## src/rtl/sum_pkg.sv

```systemverilog
// Shared types and constants for the decimal sum entry sequencer.
package sum_pkg;

    // Sequencer states; the encoding doubles as the phase output for display muxing.
    typedef enum logic [2:0] {
        ST_IDLE    = 3'd0,
        ST_ENTER_A = 3'd1,
        ST_ENTER_B = 3'd2,
        ST_ADD     = 3'd3,
        ST_DONE    = 3'd4
    } state_e;

    localparam logic [3:0]  KEY_DIGIT_MAX = 4'h9;
    localparam logic [3:0]  KEY_PLUS      = 4'hA;
    localparam logic [3:0]  KEY_CLEAR     = 4'hB;
    localparam int unsigned BCD_DIGITS    = 3;

endpackage

```

## src/rtl/bcd_digit_add.sv

```systemverilog
// Single BCD digit adder with decimal-adjust of the binary sum.
module bcd_digit_add (
    input  logic [3:0] a,
    input  logic [3:0] b,
    input  logic       cin,
    output logic [3:0] s,
    output logic       cout
);

    logic [4:0] t;

    // Binary add, then add 6 to skip the six unused codes when the digit overflows.
    always_comb begin
        t = 5'(a) + 5'(b) + 5'(cin);
        if (t > 5'd9) begin
            s    = 4'(t + 5'd6);
            cout = 1'b1;
        end else begin
            s    = t[3:0];
            cout = 1'b0;
        end
    end

endmodule

```

## src/rtl/sum_entry_ctrl.sv

```systemverilog
// Keypad-driven entry of two 3-digit BCD operands followed by a digit-serial BCD add.
module sum_entry_ctrl
    import sum_pkg::*;
#(
    parameter int unsigned TIMEOUT_CYC = 1000000
) (
    input  logic        clk,
    input  logic        reset,
    input  logic        key_valid,
    input  logic [3:0]  key_code,
    output logic [11:0] op_a,
    output logic [11:0] op_b,
    output logic [15:0] sum,
    output logic        sum_valid,
    output logic        busy,
    output logic [2:0]  phase,
    output logic        err
);

    localparam int unsigned CNT_W = $clog2(TIMEOUT_CYC);
    // The counter's next value reaching TIMEOUT_CYC-1 is the expiry condition.
    localparam logic [CNT_W-1:0] TMO_LAST = CNT_W'(TIMEOUT_CYC - 2);
    localparam logic [1:0] DCNT_MAX = 2'(BCD_DIGITS);
    localparam logic [1:0] IDX_LAST = 2'(BCD_DIGITS - 1);

    state_e           state_q, state_d;
    logic [11:0]      op_a_q, op_a_d;
    logic [11:0]      op_b_q, op_b_d;
    logic [15:0]      sum_q, sum_d;
    logic [1:0]       dcnt_q, dcnt_d;
    logic [1:0]       idx_q, idx_d;
    logic             carry_q, carry_d;
    logic [CNT_W-1:0] tmo_q, tmo_d;
    logic             err_q, err_d;
    logic             busy_q, busy_d;
    logic             sum_valid_q, sum_valid_d;

    logic             is_digit, is_plus, is_clear, is_bad, key_ok;
    logic             in_entry;
    logic [3:0]       add_a, add_b, add_s;
    logic             add_cout;

    assign is_digit = key_valid && (key_code <= KEY_DIGIT_MAX);
    assign is_plus  = key_valid && (key_code == KEY_PLUS);
    assign is_clear = key_valid && (key_code == KEY_CLEAR);
    assign is_bad   = key_valid && (key_code > KEY_CLEAR);
    assign key_ok   = key_valid && !is_bad;
    assign in_entry = (state_q == ST_ENTER_A) || (state_q == ST_ENTER_B);

    // Select the operand digits for the current add index.
    always_comb begin
        add_a = op_a_q[3:0];
        add_b = op_b_q[3:0];
        case (idx_q)
            2'd1: begin
                add_a = op_a_q[7:4];
                add_b = op_b_q[7:4];
            end
            2'd2: begin
                add_a = op_a_q[11:8];
                add_b = op_b_q[11:8];
            end
            default: ;
        endcase
    end

    bcd_digit_add u_digit_add (
        .a    (add_a),
        .b    (add_b),
        .cin  (carry_q),
        .s    (add_s),
        .cout (add_cout)
    );

    // Next-state and datapath update; timeout, invalid keys and CLEAR override the state case.
    always_comb begin
        state_d = state_q;
        op_a_d  = op_a_q;
        op_b_d  = op_b_q;
        sum_d   = sum_q;
        dcnt_d  = dcnt_q;
        idx_d   = idx_q;
        carry_d = carry_q;
        tmo_d   = '0;
        err_d   = 1'b0;

        case (state_q)
            ST_IDLE, ST_DONE: begin
                if (is_digit) begin
                    state_d = ST_ENTER_A;
                    op_a_d  = {8'h00, key_code};
                    op_b_d  = '0;
                    sum_d   = '0;
                    dcnt_d  = 2'd1;
                end
            end
            ST_ENTER_A: begin
                if (is_digit) begin
                    if (dcnt_q < DCNT_MAX) begin
                        op_a_d = {op_a_q[7:0], key_code};
                        dcnt_d = dcnt_q + 2'd1;
                    end
                end else if (is_plus) begin
                    state_d = ST_ENTER_B;
                    op_b_d  = '0;
                    dcnt_d  = '0;
                end
            end
            ST_ENTER_B: begin
                if (is_digit) begin
                    if (dcnt_q < DCNT_MAX) begin
                        op_b_d = {op_b_q[7:0], key_code};
                        dcnt_d = dcnt_q + 2'd1;
                    end
                end else if (is_plus) begin
                    state_d = ST_ADD;
                    idx_d   = '0;
                    carry_d = 1'b0;
                end
            end
            ST_ADD: begin
                carry_d = add_cout;
                idx_d   = idx_q + 2'd1;
                case (idx_q)
                    2'd0:    sum_d[3:0] = add_s;
                    2'd1:    sum_d[7:4] = add_s;
                    default: sum_d[11:8] = add_s;
                endcase
                if (idx_q == IDX_LAST) begin
                    sum_d[15:12] = {3'b000, add_cout};
                    state_d      = ST_DONE;
                    idx_d        = '0;
                end
            end
            default: state_d = ST_IDLE;
        endcase

        // Inactivity counter only runs while an operand is being typed.
        if (in_entry && !key_ok) begin
            if (tmo_q == TMO_LAST) begin
                state_d = ST_IDLE;
                op_a_d  = '0;
                op_b_d  = '0;
                sum_d   = '0;
                dcnt_d  = '0;
                err_d   = 1'b1;
            end else begin
                tmo_d = tmo_q + CNT_W'(1);
            end
        end

        if (is_bad) begin
            err_d = 1'b1;
        end

        if (is_clear) begin
            state_d = ST_IDLE;
            op_a_d  = '0;
            op_b_d  = '0;
            sum_d   = '0;
            dcnt_d  = '0;
            idx_d   = '0;
            carry_d = 1'b0;
            tmo_d   = '0;
            err_d   = 1'b0;
        end
    end

    assign busy_d      = (state_d == ST_ADD);
    assign sum_valid_d = (state_d == ST_DONE);

    // State and datapath registers.
    always_ff @(posedge clk or posedge reset) begin
        if (reset) begin
            state_q     <= ST_IDLE;
            op_a_q      <= '0;
            op_b_q      <= '0;
            sum_q       <= '0;
            dcnt_q      <= '0;
            idx_q       <= '0;
            carry_q     <= 1'b0;
            tmo_q       <= '0;
            err_q       <= 1'b0;
            busy_q      <= 1'b0;
            sum_valid_q <= 1'b0;
        end else begin
            state_q     <= state_d;
            op_a_q      <= op_a_d;
            op_b_q      <= op_b_d;
            sum_q       <= sum_d;
            dcnt_q      <= dcnt_d;
            idx_q       <= idx_d;
            carry_q     <= carry_d;
            tmo_q       <= tmo_d;
            err_q       <= err_d;
            busy_q      <= busy_d;
            sum_valid_q <= sum_valid_d;
        end
    end

    assign op_a      = op_a_q;
    assign op_b      = op_b_q;
    assign sum       = sum_q;
    assign sum_valid = sum_valid_q;
    assign busy      = busy_q;
    assign phase     = state_q;
    assign err       = err_q;

endmodule
```

## config.mk

```make
export PLATFORM = sky130hd
export DESIGN_NAME = sum_entry_ctrl
export DESIGN_NICKNAME = d
export VERILOG_FILES = /design/src/rtl/sum_pkg.sv /design/src/rtl/bcd_digit_add.sv /design/src/rtl/sum_entry_ctrl.sv
export SDC_FILE = /design/constraint.sdc
export NUM_CORES = 1
export LEC_CHECK = 0
export CAP_MARGIN = 20
export CORE_MARGIN = 2
export CORE_UTILIZATION = 50
export DETAILED_ROUTE_END_ITERATION = 10
export PLACE_DENSITY = 0.83
export SKIP_CTS_REPAIR_TIMING = 1
export SYNTH_ARGS = -nofsm -noshare
export SYNTH_HDL_FRONTEND = slang
export SYNTH_SLANG_ARGS = --single-unit
```

## constraint.sdc

```tcl
create_clock -name clk -period 7.8 [get_ports clk]
set_input_delay 1.17 -clock clk [delete_from_list [all_inputs] [get_ports clk]]
set_output_delay 1.17 -clock clk [all_outputs]
set_load 0.02 [all_outputs]
```

Word-level counts from Yosys, hierarchy flattened
Index checks and enable logic that the tools add are counted.

Output and inout bits: 46. Word-level logic and storage cells: 113. ROM bits: 0. Flip-flop bits (word level): 71. Memories kept: 0. RAM bits: 0. Bits in latches: 0. Input bits: 7.

$mul: 0. Equal/unequal tests: 13. Multiplexer cells: 64. Reductions and logical operators: 15. $lt $le $gt $ge: 4. Add/subtract/negate cells: 6. Shift operators: 0. Bitwise operators: 0. Divide/modulo/power cells: 0.

Operator list (number): $mux W12 (14); $mux W16 (4); $mux W20 (3); $pmux W12 S3 (1); $pmux W16 S2 (1); $mux W3 (9); $mux W2 (12); $pmux W12 S2 (1); $add A20 B1 Y20 const B (1); $eq A20 B20 Y1 const B (1); $mux W4 (5); $pmux W4 S2 (2); $pmux W3 S4 (1); $eq A3 B2 Y1 const B (3); $eq A4 B4 Y1 const B (2); $mux W1 (8); $eq A3 B3 Y1 const B (2); $logic_and A1 B1 Y1 (6); $ne A3 B3 Y1 const B (2); $pmux W2 S3 (1); $add A4 B4 Y5 (1); $add A5 B1 Y5 (1); $gt A5 B4 Y1 const B (1); $add A2 B1 Y2 const B (2); other kinds (16) (18).

Logic depth before layout (Yosys ltp)
Word-level depth: 11. Mapped depth: 15.

Hierarchy
From an unflattened synthesis, not the netlist that was laid out.

Cell total of the unflattened synthesis: 416. Area, all modules: 3906.2 um^2.

Modules (own cells, without submodules): sum_entry_ctrl (cells each 394, instances 1, area each 3694.8 um^2); bcd_digit_add (cells each 22, instances 1, area each 211.5 um^2).

Worst setup path before layout
OpenSTA, ideal clock, no wires.

Path kind: reg2reg. From: register idx_q[1]. To: register sum_q[10] (netlist: sum[10]). Slack: 4797 ps. Period minus slack after synthesis: 3003 ps. Arrival time: 2918 ps. Stages on the path, launching flop included: 15. Library setup time: 85 ps. Path buffers: 3. Path through: dfrtp_1 > inv_1 > ha_1 > clkbuf_1 > clkbuf_1 > nand2_1 > o21ai_0 > fa_1 > inv_1 > fa_1 > clkbuf_1 > xnor2_1 > ha_1 > a21o_1 > o22ai_1.

Word-level cells in the longest chain between the ends: 11.

Ends and longest elaborated chain: start, declared (line sum_entry_ctrl.sv:31) `logic [1:0] idx_q, idx_d;`; start signal, assigned (line sum_entry_ctrl.sv:192) `idx_q <= idx_d;`; $eq A2 B2 Y1 or $eq A2 B1 Y1 (tied branches) (line sum_entry_ctrl.sv:54, sum_entry_ctrl.sv:124); $pmux W4 S2 (line sum_entry_ctrl.sv:54) `case (idx_q)`; $add A4 B4 Y5 (line bcd_digit_add.sv:14) `t = 5'(a) + 5'(b) + 5'(cin);`; $add A5 B1 Y5 (line bcd_digit_add.sv:14); $add A4 B3 Y4 or $gt A5 B4 Y1 (tied branches) (line bcd_digit_add.sv:16, bcd_digit_add.sv:15); $mux W4 (line bcd_digit_add.sv:15) `if (t > 5'd9) begin`; $mux W4 (*) (line sum_entry_ctrl.sv:124) `case (idx_q)`; $pmux W16 S2 (*) (line sum_entry_ctrl.sv:87) `case (state_q)`; $mux W16 (line sum_entry_ctrl.sv:140) `if (tmo_q == TMO_LAST) begin`; $mux W16 (*) (line sum_entry_ctrl.sv:139) `if (in_entry && !key_ok) begin`; $mux W16 (*) (line sum_entry_ctrl.sv:156) `if (is_clear) begin`; named net sum_d[10] (line sum_entry_ctrl.sv:29) `logic [15:0] sum_q, sum_d;`; end signal, assigned (line sum_entry_ctrl.sv:190) `sum_q <= sum_d;`; end, declared (line sum_entry_ctrl.sv:29).

Mark *: on every way through the listed nets, which the timed path passes. The rest lies on a longest branch. A chain may end at the register's enable or synchronous reset.

Final worst setup path
From: register idx_q[1]. To: register sum_q[6] (netlist: sum[6]).

The elaborated chain is that of the path after synthesis.

==> results.ini <==
[run]
maxCapViolCount=0

[finish]
drive_gt1_frac=0.0680
area_delta_synth_final_pct=19.6
number_of_nets_in_the_finished_design=470
insertedDiodeCount=0
finalInstanceArea_sq_mm=0.00457

[clock_tree]
cts_root_buf=clkbuf_8
worst_setup_hold_path_clk_slew_ns=0.07
insertion_delay_ns=0.36
clock_sink_count=71
max-clock-path-buffers=2
numCtsBuffers=9
maximum_level_of_the_cts_h_tree=3
cts_tree=built

[worst_setup_path]
timing.critical_path.required_ns=8.06
crit_path_top_delay_cell=ha_1
cpMostUsedCell=inv_1
worstSetupPathType=reg2reg
startpoint_class=register
timing.critical_path.slowest_cell_delay_ns=0.51
worstPathCellList=inv_1 -> ha_1 -> a22oi_1 -> nand2_1 -> o21ai_0 -> fa_1 -> inv_1 -> fa_1 -> inv_1 -> ha_1 -> a21o_1 -> o22ai_1
crit_path_end_kind=register
timing.critical_path.arrival_ns=3.53
timing.critical_path.buf_inv=3
timing.critical_path.max_delay_family=adder cells
timing.critical_path.fanout_max=12
cp.depth=12
reg2regPathDepth=12

[floorplanning]
initial_utilization=0.521
core_sq_mm=0.00733
die_area_sq_mm=0.00835
floorplan.io_pins=53
std_cell_rows=31
chipHeight_um=91.4
horizontal_die_dimension_um=91.4

[run_status]
result_of_the_run=completed

[synth]
async_flop_share=1.00
postSynthRegisterBits=71
synth_edf_count=0
synthDistinctLibCells=55
synth_flop_type=dfrtp_1
mappedNetlistArea_sq_mm=0.00382
syn_nets=426
yosysSeqAreaShare=0.465
synthesis.instances=407
synthesis.area_per_instance_sq_um=9.38
yosys_warnings=0

[sta]
finalHoldWorstSlack_ns=0.490
clock-skew-final_ns=0.00956
rsz0062_at_grt=false
slew_headroom=0.406
setup_viol=0
layout_worst_path_cycle_share=0.419
final.setup.tns_ns=0
actual_slew_at_the_worst_max_slew_pin_ns=0.892
slew_violations=0
fmax_mhz=306
hold_viol_final=0
layout_min_cycle_time_ns=3.27

[worst_hold_path]
hold_path_depth=1
timing.hold.worst.class=reg2reg

[global_routing]
pin_count_of_the_biggest_net_entering_global_routing=72
grt_first_pass_wirelength_mm=15.4
antenna_found_initial=0
first_global_vias=3183
grt_use_total=0.231
globalRouteOverflowTotal=0

[pwr]
power.sequential.fraction=0.280
power.switching_uw=828
vdd.ir_drop.worst_uv=306
power.density_mw_per_mm2=400
power.combinational.fraction=0.545
leakagePower_uw=0.00201
p_sw_frac=0.453
internal-power_uw=1000
clock_power_share=0.175

[detailed_routing]
num_vias=3373
detail_route.wl_per_cell_um=16.6
drt_iter0_markers=386
drt_drc_violations_left=0
detail-route-antenna-nets=0
avgViaCountPerCell=6.08
totalWireLength_mm=9.23
drt_pass1_iterations=6

[placement]
post-dp-hpwl_mm=6.28
port-buffer-count=52
routability_congestion=0.962
place_area_sq_mm=0.00435

[sequential cells by signal, summed over array words and instances, names as in the netlist]
name       cells
err            1
busy           1
tmo_q         20
idx_q          2
dcnt_q         2
op_b          12
sum           16
carry_q        1
sum_valid      1
phase          3
op_a          12
[worst reg2reg max path, delay by kind of cell (launching register included)]
family,cells,cell delay (ns)
AO/OA/AOI/OAI,4,0.67
adder cells (fa/ha/maj),4,1.66
buffers and inverters,3,0.33
flip-flops,1,0.40
AND/OR/NAND/NOR,1,0.10
[layer usage]
layer / up-vias / share of wire / track usage
met5: - / 0 / 0
met4: 0 / 0.027 / 0.0997
met3: 30 / 0.079 / 0.0481
met2: 166 / 0.45 / 0.352
met1: 1632 / 0.45 / 0.321
li1: 1545 / - / -
[power by group through the flow]
stage / Clock [uW] / Sequential, uW / Combinational (uW)
after floorplan: 0 / 549 / 678
after global placement: 0 / 511 / 965
after detailed placement: 0 / 515 / 987
after CTS: 321 / 509 / 993
after global routing: 336 / 522 / 1120
final: 319 / 512 / 997
[final cells by class]
class | count | area, sq um
Multi-Input combinational cell | 300 | 1860
Timing Repair Buffer | 54 | 536
Fill cell | 580 | 2760
Inverter | 15 | 56.3
Sequential cell | 71 | 1780
Tap cell | 99 | 124
Clock inverter | 7 | 87.6
Clock buffer | 9 | 124
[through the flow]
step                      setup WS [ns]   util  total power, uW  instances
after global placement             4.56  0.593             1480        538
final                              4.53  0.623             1830        555
after detailed placement           4.42  0.593             1500        538
after floorplan                    4.80      -             1230        407
after global routing               4.24  0.623             1980        555
after CTS                          4.54  0.622             1820        554
[cell families after synthesis]
logic type,Yosys count,share of synthesized area
AND/OR/NAND/NOR,174,0.231
flip-flops,71,0.465
AO/OA/AOI/OAI,93,0.165
buffers and inverters,36,0.0465
adder cells (fa/ha/maj),12,0.0433
XOR/XNOR,19,0.0436
multiplexers,2,0.00524
[placed cells by master (no fill, tap or decap), types with 3 or more instances in the layout]
master,count
inv_1,13
clkbuf_8,9
and2_1,8
dfrtp_1,71
nand2_1,30
o22ai_1,7
xor2_1,15
ha_1,10
xnor2_1,4
a31oi_1,9
o21ai_0,8
a21o_1,5
nor2_1,69
nand3_1,18
clkdlybuf4s50_1,52
and4_1,3
nor3_1,3
clkinv_2,4
nor4_1,3
a22oi_1,28
nor3b_1,4
a21oi_1,19
and3_1,3
nand4_1,12
nand3_2,3
[Yosys cell counts, types with 4 or more instances]
cell | instances | area share
nor2_1 | 69 | 0.068
a22oi_1 | 28 | 0.055
a21o_1 | 5 | 0.0098
clkbuf_1 | 9 | 0.0088
nand3_1 | 18 | 0.024
nor3b_1 | 4 | 0.0079
dfrtp_1 | 71 | 0.47
buf_6 | 4 | 0.012
o21ai_0 | 8 | 0.010
a31oi_1 | 9 | 0.015
nand4_1 | 12 | 0.020
xor2_1 | 15 | 0.034
and2_1 | 8 | 0.013
xnor2_1 | 4 | 0.0092
a21oi_1 | 19 | 0.025
nand2_1 | 30 | 0.029
inv_1 | 14 | 0.014
o22ai_1 | 7 | 0.011
buf_2 | 7 | 0.0092
ha_1 | 10 | 0.033
[final timing paths]
path	to	startpoint	slack, ns
min	tmo_q[0]	tmo_q[0]	0.49
max reg2reg	sum[6]	idx_q[1]	4.53
min in group asynchronous	op_b[8]	reset	1.39
min reg2reg	tmo_q[0]	tmo_q[0]	0.49
max	sum[6]	idx_q[1]	4.53
max in group asynchronous	sum[6]	reset	5.82
No activity file was read; power rests on OpenSTA's default activity.
